--- config.mk ---
export PLATFORM = sky130hd
export DESIGN_NAME = regfile_nr1w
export DESIGN_NICKNAME = d
export VERILOG_FILES = /design/src/rtl/regfile_pkg.sv /design/src/rtl/regfile_read_port.sv /design/src/rtl/regfile_nr1w.sv
export SDC_FILE = /design/constraint.sdc
export NUM_CORES = 2
export LEC_CHECK = 0
export CAP_MARGIN = 0
export CORE_MARGIN = 2
export CORE_UTILIZATION = 63
export CTS_CLUSTER_DIAMETER = 100
export DETAILED_ROUTE_END_ITERATION = 8
export GPL_TIMING_DRIVEN = 0
export PLACE_DENSITY = 0.81
export SKIP_LAST_GASP = 1
export SLEW_MARGIN = 10
export SYNTH_ARGS = -nofsm -noshare
export SYNTH_HDL_FRONTEND = slang
export SYNTH_SLANG_ARGS = --single-unit
--- constraint.sdc ---
create_clock -name clk -period 2.2 [get_ports clk]
set_input_delay 0.22 -clock clk [delete_from_list [all_inputs] [get_ports clk]]
set_output_delay 0.22 -clock clk [all_outputs]
set_load 0.01 [all_outputs]
--- src/rtl/regfile_pkg.sv ---
// Shared defaults and types for the multi-read, single-write register file.
package regfile_pkg;

    localparam int unsigned RF_DEPTH_LOG2 = 5;
    localparam int unsigned RF_WIDTH      = 32;
    localparam int unsigned RF_NUM_READ   = 2;

    typedef logic [RF_DEPTH_LOG2-1:0] rf_addr_t;
    typedef logic [RF_WIDTH-1:0]      rf_data_t;

endpackage

--- src/rtl/regfile_read_port.sv ---
// One registered read port: storage lookup with same-cycle write bypass and a
// ready flag taken from the scoreboard after this cycle's write clear.
module regfile_read_port
    import regfile_pkg::*;
#(
    parameter int unsigned DEPTH_LOG2 = RF_DEPTH_LOG2,
    parameter int unsigned WIDTH      = RF_WIDTH
) (
    input  logic                                   clk,
    input  logic                                   rst_n,
    input  logic                                   rs_read,
    input  logic [DEPTH_LOG2-1:0]                  rs_addr,
    input  logic [2**DEPTH_LOG2-1:0][WIDTH-1:0]    mem,
    input  logic [2**DEPTH_LOG2-1:0]               pending,
    input  logic                                   wr_en,
    input  logic [DEPTH_LOG2-1:0]                  wr_addr,
    input  logic [WIDTH-1:0]                       wr_data,
    output logic [WIDTH-1:0]                       rs_rdata,
    output logic                                   rs_ready
);

    logic             hit;
    logic [WIDTH-1:0] next_data;
    logic             next_ready;

    // A write to the same address both supplies the data and clears pending,
    // so a bypassed read always reports ready.
    always_comb begin
        hit        = wr_en && (wr_addr == rs_addr);
        next_data  = hit ? wr_data : mem[rs_addr];
        next_ready = hit || !pending[rs_addr];
    end

    always_ff @(posedge clk or negedge rst_n) begin
        if (!rst_n) begin
            rs_rdata <= '0;
            rs_ready <= 1'b1;
        end else if (rs_read) begin
            rs_rdata <= next_data;
            rs_ready <= next_ready;
        end
    end

endmodule

--- src/rtl/regfile_nr1w.sv ---
// NUM_READ-read, 1-write register file with bypass and pending scoreboard.
// Define REGFILE_ZERO_REG_EN to hardwire register 0 to zero and never pending.
module regfile_nr1w
    import regfile_pkg::*;
#(
    parameter int unsigned NUM_READ   = RF_NUM_READ,
    parameter int unsigned DEPTH_LOG2 = RF_DEPTH_LOG2,
    parameter int unsigned WIDTH      = RF_WIDTH
) (
    input  logic                           clk,
    input  logic                           rst_n,
    input  logic [NUM_READ-1:0]            rs_read,
    input  logic [NUM_READ*DEPTH_LOG2-1:0] rs_addr,
    output logic [NUM_READ*WIDTH-1:0]      rs_rdata,
    output logic [NUM_READ-1:0]            rs_ready,
    input  logic                           rd_write,
    input  logic [DEPTH_LOG2-1:0]          rd_addr,
    input  logic [WIDTH-1:0]               rd_wdata,
    input  logic                           rsv_valid,
    input  logic [DEPTH_LOG2-1:0]          rsv_addr,
    output logic [2**DEPTH_LOG2-1:0]       pending
);

    localparam int unsigned DEPTH = 2**DEPTH_LOG2;

    logic [DEPTH-1:0][WIDTH-1:0] mem;
    logic [DEPTH-1:0]            pend;
    logic                        wr_en;
    logic                        rsv_en;

`ifdef REGFILE_ZERO_REG_EN
    // Address 0 requests are dropped here so storage, scoreboard and bypass
    // all see register 0 as constant zero.
    assign wr_en  = rd_write  && (rd_addr  != '0);
    assign rsv_en = rsv_valid && (rsv_addr != '0);
`else
    assign wr_en  = rd_write;
    assign rsv_en = rsv_valid;
`endif

    // Reserve is applied after the write clear so it wins on a collision.
    always_ff @(posedge clk or negedge rst_n) begin
        if (!rst_n) begin
            mem  <= '0;
            pend <= '0;
        end else begin
            if (wr_en) begin
                mem[rd_addr]  <= rd_wdata;
                pend[rd_addr] <= 1'b0;
            end
            if (rsv_en) begin
                pend[rsv_addr] <= 1'b1;
            end
        end
    end

    assign pending = pend;

    for (genvar i = 0; i < NUM_READ; i++) begin : g_port
        regfile_read_port #(
            .DEPTH_LOG2 (DEPTH_LOG2),
            .WIDTH      (WIDTH)
        ) u_port (
            .clk      (clk),
            .rst_n    (rst_n),
            .rs_read  (rs_read[i]),
            .rs_addr  (rs_addr[i*DEPTH_LOG2 +: DEPTH_LOG2]),
            .mem      (mem),
            .pending  (pend),
            .wr_en    (wr_en),
            .wr_addr  (rd_addr),
            .wr_data  (rd_wdata),
            .rs_rdata (rs_rdata[i*WIDTH +: WIDTH]),
            .rs_ready (rs_ready[i])
        );
    end

endmodule
==> results.toml <==
[critical_path]
critical_path.slowest_cell = "sky130_fd_sc_hd__clkdlybuf4s50_1"
timing.critical_path.slowest_cell_delay_ps = 570
timing.critical_path.to = "g_port[0].u_port.rs_rdata[21]"
worstPathCellList = "clkdlybuf4s50_1 > buf_4 > inv_1 > clkbuf_4 > a211oi_4 > clkbuf_8 > a21boi_0 > a211o_1"
rr_worst_depth = 4
crit_fanout = 10
critPathCaptureType = "flop"
worstReg2RegStart = "mem[407]"
setup.worst_path.start_class = "input port"
r2r_end = "g_port[0].u_port.rs_rdata[23]"
required_time_at_the_worst_slack_endpoint_ps = 2870
timing.critical_path.arrival_ps = 3100
worstSetupPathType = "input port to flop"
crit_start = "rs_addr[3]"
timing.reg2reg.setup_slack_ps = 80

[sta]
report.final.slew_viol_count = 0
worst_pin_slew_ps = 1430
period_share = 1.10
whs_ps = -632
postLayoutSetupSlackWorst_ps = -229
hold_viol_final = 165
slew_headroom = 0.0499
fin_skew_ps = 20.4
achievable-frequency_mhz = 412
timing.setup.tns_ps = -6780
grt_setup_unrepaired = "yes"
final_period_minus_worst_setup_slack_ps = 2430
setup-violations-final = 98

[floorplan]
row_count = 111
core_area_mm2 = 0.0919
top_ports = 156
die_h_um = 309
floorplan.die.width_um = 309
initial_core_util = 0.638
die_area_mm2 = 0.0956

[route]
drt-total-wl_um = 239000
drt_pass1_iterations = 8
drt.antenna.violating_nets = 0
detailedRoute.firstIterationViolations = 7706
drc = 0
route.vias.total = 43300
detailed_route_vias_per_instance = 8.06
wire_per_inst_um = 44.5

[grt]
grt.total_usage = 0.506
grt_remaining_overflow = 0
grt_max_degree = 161
grt_antenna_before_repair = 17
first_pass_grt_wire_length_um = 326000
first_global_vias = 42200

[placement]
dp_worst_setup_slack_ps = -2730
dp.cells = 5132
place.port_buffers = 142
dp_hpwl_um = 155000
total_placed_instance_area_mm2 = 0.0620
place_congestion = 1.05

[hold_path]
min_path_type = "input port to asynchronous set/reset pin"

[yosys]
synth.cell_area_mm2 = 0.0587
synth_top_area_cell = "sky130_fd_sc_hd__dfrtp_1"
synth.net_count = 3794
synth_most_common_cell = "sky130_fd_sc_hd__dfrtp_1"
syn-instance-count = 3736
postSynthRegisterBits = 1122
postSynth.asyncResetShare = 1.00
seq_area_frac_synth = 0.478
synthTopCellsByArea = "sky130_fd_sc_hd__dfrtp_1, sky130_fd_sc_hd__mux4_2, sky130_fd_sc_hd__mux2_2"
netlist-cell-type-count = 56
netlist.area_leader.share = 0.478
synth-warning-count = 0
syn_avg_cell_area_um2 = 15.7
ys_dominant_reg_cell = "sky130_fd_sc_hd__dfrtp_1"
synth-edff-count = 0
synthTopCellsByCount = "sky130_fd_sc_hd__dfrtp_1, sky130_fd_sc_hd__mux2_2, sky130_fd_sc_hd__mux4_2, sky130_fd_sc_hd__clkbuf_1, sky130_fd_sc_hd__mux2i_1"

[clock_tree]
cts_inserted_buffers = 117
cts_max_path_buffers = 3
cts_tree = "yes"
clkLatencyLatePin_ps = 730
clk_pin_slew_ps = 60
clock_sinks = 1122
clk_root_buffer_cell = "sky130_fd_sc_hd__clkbuf_16"
htree_num_levels = 3

[layout]
post_route_cells_drive_above_1_share = 0.508
fin_nets = 4070
finish.utilization = 0.724
area_growth_syn_to_layout_pct = 13.4
finalNonFillerCells = 5364
stdcell_area_mm2 = 0.0666
fillers = 5998

[power_and_ir_drop]
intPower_mw = 44.3
power_frac_seq = 0.449
swShare = 0.291
power.leakage_nw = 28.6
max-vdd-ir-drop_mv = 0.782
p_per_area_mw_per_mm2 = 939
comb_power_share = 0.228
p_switching_mw = 18.2
p_clk_frac = 0.323
finalPower_mw = 62.5

[flow_run]
drv.max_cap_violation_count = 0

[outcome]
failed_checks = "hold timing, setup timing"
run_status = "finished, violations left"
## cells in the final DEF (no fill, tap or decap), types with 32 or more instances in the layout
cell / n
sky130_fd_sc_hd__a221o_1: 40
sky130_fd_sc_hd__a221oi_1: 38
sky130_fd_sc_hd__a22o_1: 32
sky130_fd_sc_hd__buf_1: 39
sky130_fd_sc_hd__buf_2: 46
sky130_fd_sc_hd__buf_4: 50
sky130_fd_sc_hd__buf_6: 35
sky130_fd_sc_hd__clkbuf_1: 144
sky130_fd_sc_hd__clkbuf_16: 122
sky130_fd_sc_hd__clkbuf_2: 64
sky130_fd_sc_hd__clkbuf_4: 35
sky130_fd_sc_hd__clkdlybuf4s50_1: 140
sky130_fd_sc_hd__dfrtp_1: 1120
sky130_fd_sc_hd__mux2_2: 1032
sky130_fd_sc_hd__mux2i_1: 106
sky130_fd_sc_hd__mux4_2: 560
sky130_fd_sc_hd__nand2_1: 68
sky130_fd_sc_hd__o21ai_0: 56
sky130_fd_sc_hd__o22ai_1: 36
## registers in the layout, summed over array words and instances (netlist names)
register and cells:
mem 1024, g_port.u_port.rs_rdata 64, pending 32, g_port.u_port.rs_ready 2
## power groups by stage
stage	clock network [mW]	logic, mW	registers [mW]
2_1_floorplan	0	9.35	27.1
3_3_place_gp	0	13.1	27.9
3_5_place_dp	0	13.7	28.1
4_1_cts	20.0	13.8	27.8
5_1_grt	20.8	14.7	28.4
6_report	20.2	14.3	28.0
## layer usage
layer,part of all wire,up-vias,track usage
met2,0.40,4291,0.674
met5,0.0019,-,0.0126
met3,0.18,1244,0.272
met4,0.098,32,0.372
met1,0.32,22400,0.623
li1,-,15300,-
## worst min path at each step
stage               depth (start not counted)                       endpoint  slack (ps)                          start
CTS                                         1                    pending[27]        -530                          rst_n
global placement                            1  g_port[0].u_port.rs_rdata[28]         500  g_port[0].u_port.rs_rdata[28]
global route                                1                    pending[26]        -530                          rst_n
detailed placement                          1                    pending[27]         220                          rst_n
finish                                      1                    pending[15]        -630                          rst_n
floorplan                                   0   g_port[0].u_port.rs_rdata[0]         -80                          rst_n
## critical path: cells and delay by family
kind	cells	cell delay (ps)
AO/OA/AOI/OAI	3	1020
buffers and inverters	5	1830
## timing repair
item	in CTS	in global routing
pin swaps	3	2
endpoints found under the hold margin	133	133
cloned	0	3
gates resized for setup	193	67
buffers inserted	4	1
setup endpoints to repair	546	663
## logic make-up after synthesis
logic type | count (synthesis) | synth area share
multiplexers | 1698 | 0.431
flip-flops | 1122 | 0.478
buffers and inverters | 402 | 0.0329
AO/OA/AOI/OAI | 317 | 0.0407
AND/OR/NAND/NOR | 187 | 0.0156
XOR/XNOR | 10 | 0.00149
## layout make-up
| class | count | area [um^2] | share of cell area |
|---|---|---|---|
| inverters | 8 | 38.8 | 0.000583 |
| flip-flops and latches | 1122 | 28100 | 0.422 |
| well taps | 1243 | 1560 | 0.0234 |
| diodes | 9 | 22.5 | 0.000338 |
| clock buffers | 181 | 3460 | 0.0520 |
| clock inverters | 38 | 362 | 0.00543 |
| multi-input cells | 2212 | 28900 | 0.434 |
| plain buffers | 390 | 2370 | 0.0356 |
| repair buffers | 161 | 1800 | 0.0271 |
Note: power is estimated with default switching activity, not from simulation.
